<file path="src/rtl/rnd_reader_if.sv">
// Bundle between the random source / CPU side and rnd_reader.
// master drives the stream, bound and read request; slave answers with data and status.
interface rnd_reader_if #(
  parameter int DEPTH = 4
);
  localparam int CW = $clog2(DEPTH) + 1;

  logic [7:0]    rnd_in;
  logic          bound_we;
  logic [7:0]    bound_in;
  logic          rd_req;
  logic [7:0]    rd_data;
  logic          rd_ack;
  logic          rd_err;
  logic [CW-1:0] count;
  logic          fault;

  modport master (
    output rnd_in, bound_we, bound_in, rd_req,
    input  rd_data, rd_ack, rd_err, count, fault
  );

  modport slave (
    input  rnd_in, bound_we, bound_in, rd_req,
    output rd_data, rd_ack, rd_err, count, fault
  );
endinterface

</file>
<file path="src/rtl/rnd_reader.sv">
// Random byte consumer: rejection sampling into a small FIFO, request/ack read port
// and a sticky stuck-source monitor.
module rnd_reader #(
  parameter int DEPTH       = 4,
  parameter int STUCK_LIMIT = 8
) (
  input  logic         clk,
  input  logic         rst,
  rnd_reader_if.slave  bus
);
  localparam int AW = $clog2(DEPTH);
  localparam int CW = AW + 1;
  localparam logic [CW-1:0] FULL  = CW'(DEPTH);
  localparam logic [7:0]    LIMIT = 8'(STUCK_LIMIT);

  typedef enum logic {IDLE, WAIT} state_t;

  state_t        state;
  logic [7:0]    mem [DEPTH];
  logic [AW-1:0] wr_ptr;
  logic [AW-1:0] rd_ptr;
  logic [CW-1:0] cnt;
  logic [7:0]    bound;
  logic [7:0]    prev;
  logic [7:0]    rep;
  logic [7:0]    rep_next;
  logic          prev_valid;
  logic          fault_r;
  logic          ack_r;
  logic          err_r;
  logic [7:0]    data_r;
  logic          serve;
  logic          pop;
  logic          push;
  logic          full;
  logic          accept;

  always_comb begin
    full   = (cnt == FULL);
    accept = (bound == 8'd0) || (bus.rnd_in < bound);
    // WAIT ignores rd_req but is always trying to serve its pending read
    serve  = ((state == IDLE) && bus.rd_req) || (state == WAIT);
    pop    = serve && (cnt != '0);
    push   = !bus.bound_we && !fault_r && !full && accept;
    if (!prev_valid)
      rep_next = '0;
    else if (bus.rnd_in == prev)
      rep_next = (rep == LIMIT) ? rep : rep + 8'd1;
    else
      rep_next = '0;
  end

  always_ff @(posedge clk) begin
    if (!rst && push)
      mem[wr_ptr] <= bus.rnd_in;
  end

  always_ff @(posedge clk) begin
    if (rst) begin
      state      <= IDLE;
      wr_ptr     <= '0;
      rd_ptr     <= '0;
      cnt        <= '0;
      bound      <= '0;
      ack_r      <= 1'b0;
      err_r      <= 1'b0;
      data_r     <= '0;
      fault_r    <= 1'b0;
      prev       <= '0;
      prev_valid <= 1'b0;
      rep        <= '0;
    end else begin
      ack_r  <= 1'b0;
      err_r  <= 1'b0;
      data_r <= '0;

      if (serve) begin
        if (pop) begin
          ack_r  <= 1'b1;
          data_r <= mem[rd_ptr];
          state  <= IDLE;
        end else if (fault_r) begin
          ack_r <= 1'b1;
          err_r <= 1'b1;
          state <= IDLE;
        end else begin
          state <= WAIT;
        end
      end

      // a bound change invalidates everything sampled under the old bound
      if (bus.bound_we) begin
        bound  <= bus.bound_in;
        cnt    <= '0;
        wr_ptr <= '0;
        rd_ptr <= '0;
      end else begin
        if (push) wr_ptr <= wr_ptr + AW'(1);
        if (pop)  rd_ptr <= rd_ptr + AW'(1);
        cnt <= cnt + CW'(push) - CW'(pop);
      end

      prev       <= bus.rnd_in;
      prev_valid <= 1'b1;
      rep        <= rep_next;
      if (rep_next == LIMIT)
        fault_r <= 1'b1;
    end
  end

  assign bus.rd_ack  = ack_r;
  assign bus.rd_err  = err_r;
  assign bus.rd_data = data_r;
  assign bus.count   = cnt;
  assign bus.fault   = fault_r;
endmodule

</file>
<file path="src/flat_wrapper.sv">
// flat-port wrapper written by rule: the top's interface ports become plain ports
module rnd_reader_flat 
#(
  parameter int DEPTH       = 4,
  parameter int STUCK_LIMIT = 8
)
  (clk, rst, bus_rnd_in, bus_bound_we, bus_bound_in, bus_rd_req, bus_rd_data, bus_rd_ack, bus_rd_err, bus_count, bus_fault);
  rnd_reader_if #(.DEPTH(DEPTH)) bus_i ();
  input  logic clk;
  input  logic rst;
  input wire logic [$bits(bus_i.rnd_in)-1:0] bus_rnd_in;
  input wire logic [$bits(bus_i.bound_we)-1:0] bus_bound_we;
  input wire logic [$bits(bus_i.bound_in)-1:0] bus_bound_in;
  input wire logic [$bits(bus_i.rd_req)-1:0] bus_rd_req;
  output wire logic [$bits(bus_i.rd_data)-1:0] bus_rd_data;
  output wire logic [$bits(bus_i.rd_ack)-1:0] bus_rd_ack;
  output wire logic [$bits(bus_i.rd_err)-1:0] bus_rd_err;
  output wire logic [$bits(bus_i.count)-1:0] bus_count;
  output wire logic [$bits(bus_i.fault)-1:0] bus_fault;
  assign bus_i.rnd_in = bus_rnd_in;
  assign bus_i.bound_we = bus_bound_we;
  assign bus_i.bound_in = bus_bound_in;
  assign bus_i.rd_req = bus_rd_req;
  assign bus_rd_data = bus_i.rd_data;
  assign bus_rd_ack = bus_i.rd_ack;
  assign bus_rd_err = bus_i.rd_err;
  assign bus_count = bus_i.count;
  assign bus_fault = bus_i.fault;
  rnd_reader #(.DEPTH(DEPTH), .STUCK_LIMIT(STUCK_LIMIT)) u_core (.clk(clk), .rst(rst), .bus(bus_i));
endmodule
</file>
<file path="config.mk">
export PLATFORM = sky130hd
export DESIGN_NAME = rnd_reader_flat
export DESIGN_NICKNAME = d
export VERILOG_FILES = /design/src/rtl/rnd_reader_if.sv /design/src/rtl/rnd_reader.sv /design/src/flat_wrapper.sv
export SDC_FILE = /design/constraint.sdc
export NUM_CORES = 1
export LEC_CHECK = 0
export BUFFER_PORTS_ARGS = -buffer_cell sky130_fd_sc_hd__buf_2
export CAP_MARGIN = 20
export CORE_ASPECT_RATIO = 1.4
export CORE_MARGIN = 2
export CORE_UTILIZATION = 58
export CTS_CLUSTER_SIZE = 12
export DETAILED_ROUTE_END_ITERATION = 8
export GPL_ROUTABILITY_DRIVEN = 0
export PLACE_DENSITY = 0.8
export SYNTH_ARGS = -nofsm -noshare
export SYNTH_HDL_FRONTEND = slang
export SYNTH_SLANG_ARGS = --single-unit
export TNS_END_PERCENT = 10
</file>
<file path="constraint.sdc">
create_clock -name clk -period 3.1 [get_ports clk]
set_clock_uncertainty 0.05 [all_clocks]
set_input_delay 0 -clock clk [delete_from_list [all_inputs] [get_ports clk]]
set_output_delay 0 -clock clk [all_outputs]
set_load 0.01 [all_outputs]
</file>
==> metrics.txt <==
status=finished, final reports clean; most common cell after layout, fill and taps aside=dfxtp_1; Synth Flop Type=dfxtp_1; final non-filler cell total=between 300 and 400; PD cells=555.0 nW/um2; CP most frequent cell=inv_1; endpoints failing hold=0; leakage=~1.5 nW; synth warn=0; DP Cell Count=~340; overall routing resource usage=between 10% and 20%; fin worst setup slack=~0.24 ns; worst path required time=around 3.3 ns; asr flop ratio synth=0%; Hold Path Stages=3; Hold Crit Start=bus_bound_we; drt wl/cell=13.70 um; CTS root buf=clkbuf_8; r2r worst-path depth=13; Mapped Cells=248; Worst VDD drop=roughly 0.29 mV; element type at the critical path end=flip-flop; worst slew pin tran=about 0.62 ns; total gr overflow=0; I/O pin count=34; Post-CTS Setup Inserts=0; worst hold path class=input pin to flip-flop; Fin Setup TNS=0 ns; average size of a mapped cell=roughly 13 um2; global-route wire length before repair=8631 um; CTS tree=yes; CP cell instances=inv_1 -> ha_1 -> and3_1 -> a221oi_1 -> nor2_1 -> or2_1 -> inv_1 -> ha_1 -> inv_1 -> fa_1 -> xor2_1 -> xnor2_1 -> nor2_1; largest net degree at the start of global routing=28; DRT Pass-1 Iters=4; synth-to-layout area growth=18.15%; clk slew on worst S/H paths=~0.07 ns; Unique masters post-synth=between 40 and 50; Die Y=about 90 um; Setup WS pre-CTS=about 0.34 ns; CP max FO=6; Hold Path End=u_core.bound[6]; unrepaired setup endpoints after global routing=false; Critical Path Max Stage Delay=around 0.37 ns; Reg2Reg Setup Slack=roughly 0.24 ns; CP Launch Type=flip-flop; WL final=just over 5000 um; Remaining DRCs=0; Std-Cell Rows=31; Max Freq=between 0.3 and 0.4 GHz; initial antenna violation count=0; max-cap violations=0; post-route ant nets=0; Final min period=roughly 2.9 ns; CTS sink cnt=76; final period utilization=92.29%; relative slew slack=about 60%; Via density=5.122; fin nets=about 340; RR Startpoint=u_core.bound[7]; hold buffers post-CTS=17; EDFF count, synth=32; post-synthesis sequential area ratio=58.46%; cell area after synthesis=roughly 3200 um2; flops & latches, synth=76; port buffer count=33; syn_nets=284; vias in the first global route=1889; detailed-placement wirelength estimate=around 3600 um; Total Power=between 2 and 2.5 mW; post-CTS resize count=0; worst r2r dst=u_core.bus.count[2]; fin. max-slew vios=0; Initial Util=between 60% and 70%; WS Path Type=flip-flop to flip-flop; DIE WIDTH=around 66 um; Core ar.=5197 um2; Via Count=approximately 1900; Setup-failing EPs final=0; slowest cell on the critical path=fa_1; crit path DAT=around 3.1 ns; Num CTS Buffers=9; CP delay by family, top=adder cells; share of cells above drive strength 1=21.29%; Worst-Skew Late Latency=between 0.3 and 0.4 ns; worst path buffer plus inverter count=3; most frequent cells in the layout=dfxtp_1, buf_2, edfxtp_1; clock buffer depth=2; diode count=0; Die Area=just over 6000 um2; Iter 0 DRT Violations=slightly below 100; H-Tree Depth=3
==> worst register-to-register path, cell delays in order, from the launching register on <==
cell and delay (ns):
dfxtp_1 0.35, inv_1 0.05, ha_1 0.28, and3_1 0.18, a221oi_1 0.35, nor2_1 0.12
or2_1 0.35, inv_1 0.09, ha_1 0.13, inv_1 0.04, fa_1 0.37, xor2_1 0.20
xnor2_1 0.13, nor2_1 0.05
==> final cells by class <==
cell class / count / area (um2)
well taps: 66 / 82.58
clock inverters: 5 / 31.28
repair buffers: 54 / 365.4
multi-input cells: 148 / 1210
clock buffers: 11 / 131.4
flip-flops and latches: 76 / 1842
fillers: 372 / 1475
inverters: 16 / 60.06
==> cells in the mapped netlist (4+ instances only) <==
cell       n  share of area, %
and3_1     5              0.99
dfxtp_1   44                28
edfxtp_1  32                31
ha_1      15               6.0
nor2_1    28               3.3
xnor2_1    8               2.2
nor2b_1   17               3.4
nor4_1     4              0.79
clkbuf_1   5              0.60
nor3b_2    4               1.6
xor2_1    12               3.3
nand2_1    5              0.60
inv_1     16               1.9
mux4_2     8               5.7
nor3_1     4              0.64
mux2i_1   10               3.2
==> worst max-delay path by stage <==
stage / from / to / cells after the start
5_1_grt: u_core.bound[1] / u_core.bus.count[2] / 12
3_3_place_gp: u_core.bound[1] / u_core.bus.count[2] / 12
2_1_floorplan: u_core.bound[7] / u_core.bus.count[2] / 14
4_1_cts: u_core.bound[7] / u_core.bus.count[2] / 13
6_report: u_core.bound[7] / u_core.bus.count[2] / 13
3_5_place_dp: u_core.bound[7] / u_core.bus.count[2] / 13
==> power by group <==
part / switching [mW] / total, mW / internal (mW)
Sequential: 0.0377 / 1.13 / 1.09
Combinational: 0.149 / 0.303 / 0.154
Clock: 0.342 / 0.630 / 0.288
Total: 0.529 / 2.07 / 1.54
==> through the flow <==
stage / area, um2 / utilization, % / hold WS (ns)
after floorplan: 3151 / - / 0.04887
after CTS: 3722 / 71.62 / 0.05009
final: 3722 / 71.62 / 0.05876
after global routing: 3722 / 71.62 / 0.06847
after global placement: 3390 / 65.21 / 0.1853
after detailed placement: 3390 / 65.21 / 0.1914
==> per-layer routing <==
| metal | part of all wire, % | wire length [um] | up-vias | GRT usage (%) |
|---|---|---|---|---|
| met5 | 0 | 0 | - | 0 |
| met4 | 2.2 | 114 | 0 | 11.22 |
| met3 | 3.3 | 170 | 11 | 3.346 |
| met2 | 52 | 2703 | 36 | 32.08 |
| met1 | 42 | 2162 | 902 | 22.73 |
| li1 | - | - | 977 | - |
==> cell families (layout without fill, tap and decap cells) <==
family | count (synthesis) | count (layout) | share of synthesized area [%]
DFF | 76 | 76 | 58.46
AOI/OAI and AO/OA | 11 | 11 | 2.661
and+or+nand+nor | 83 | 83 | 14.69
muxes | 18 | 18 | 8.896
xor gates and xnor gates | 20 | 20 | 5.560
buffers and inverters | 24 | 86 | 3.137
adders and majority gates | 16 | 16 | 6.593
==> sequential cells by signal (all words and copies together) (netlist names), 2 cells and up <==
| signal | count |
|---|---|
| u_core.mem | 32 |
| u_core.bound | 8 |
| u_core.bus.rd_data | 8 |
| u_core.prev | 8 |
| u_core.rep | 8 |
| u_core.bus.count | 3 |
| u_core.rd_ptr | 2 |
| u_core.wr_ptr | 2 |
Power figures use the tool's default switching activity.
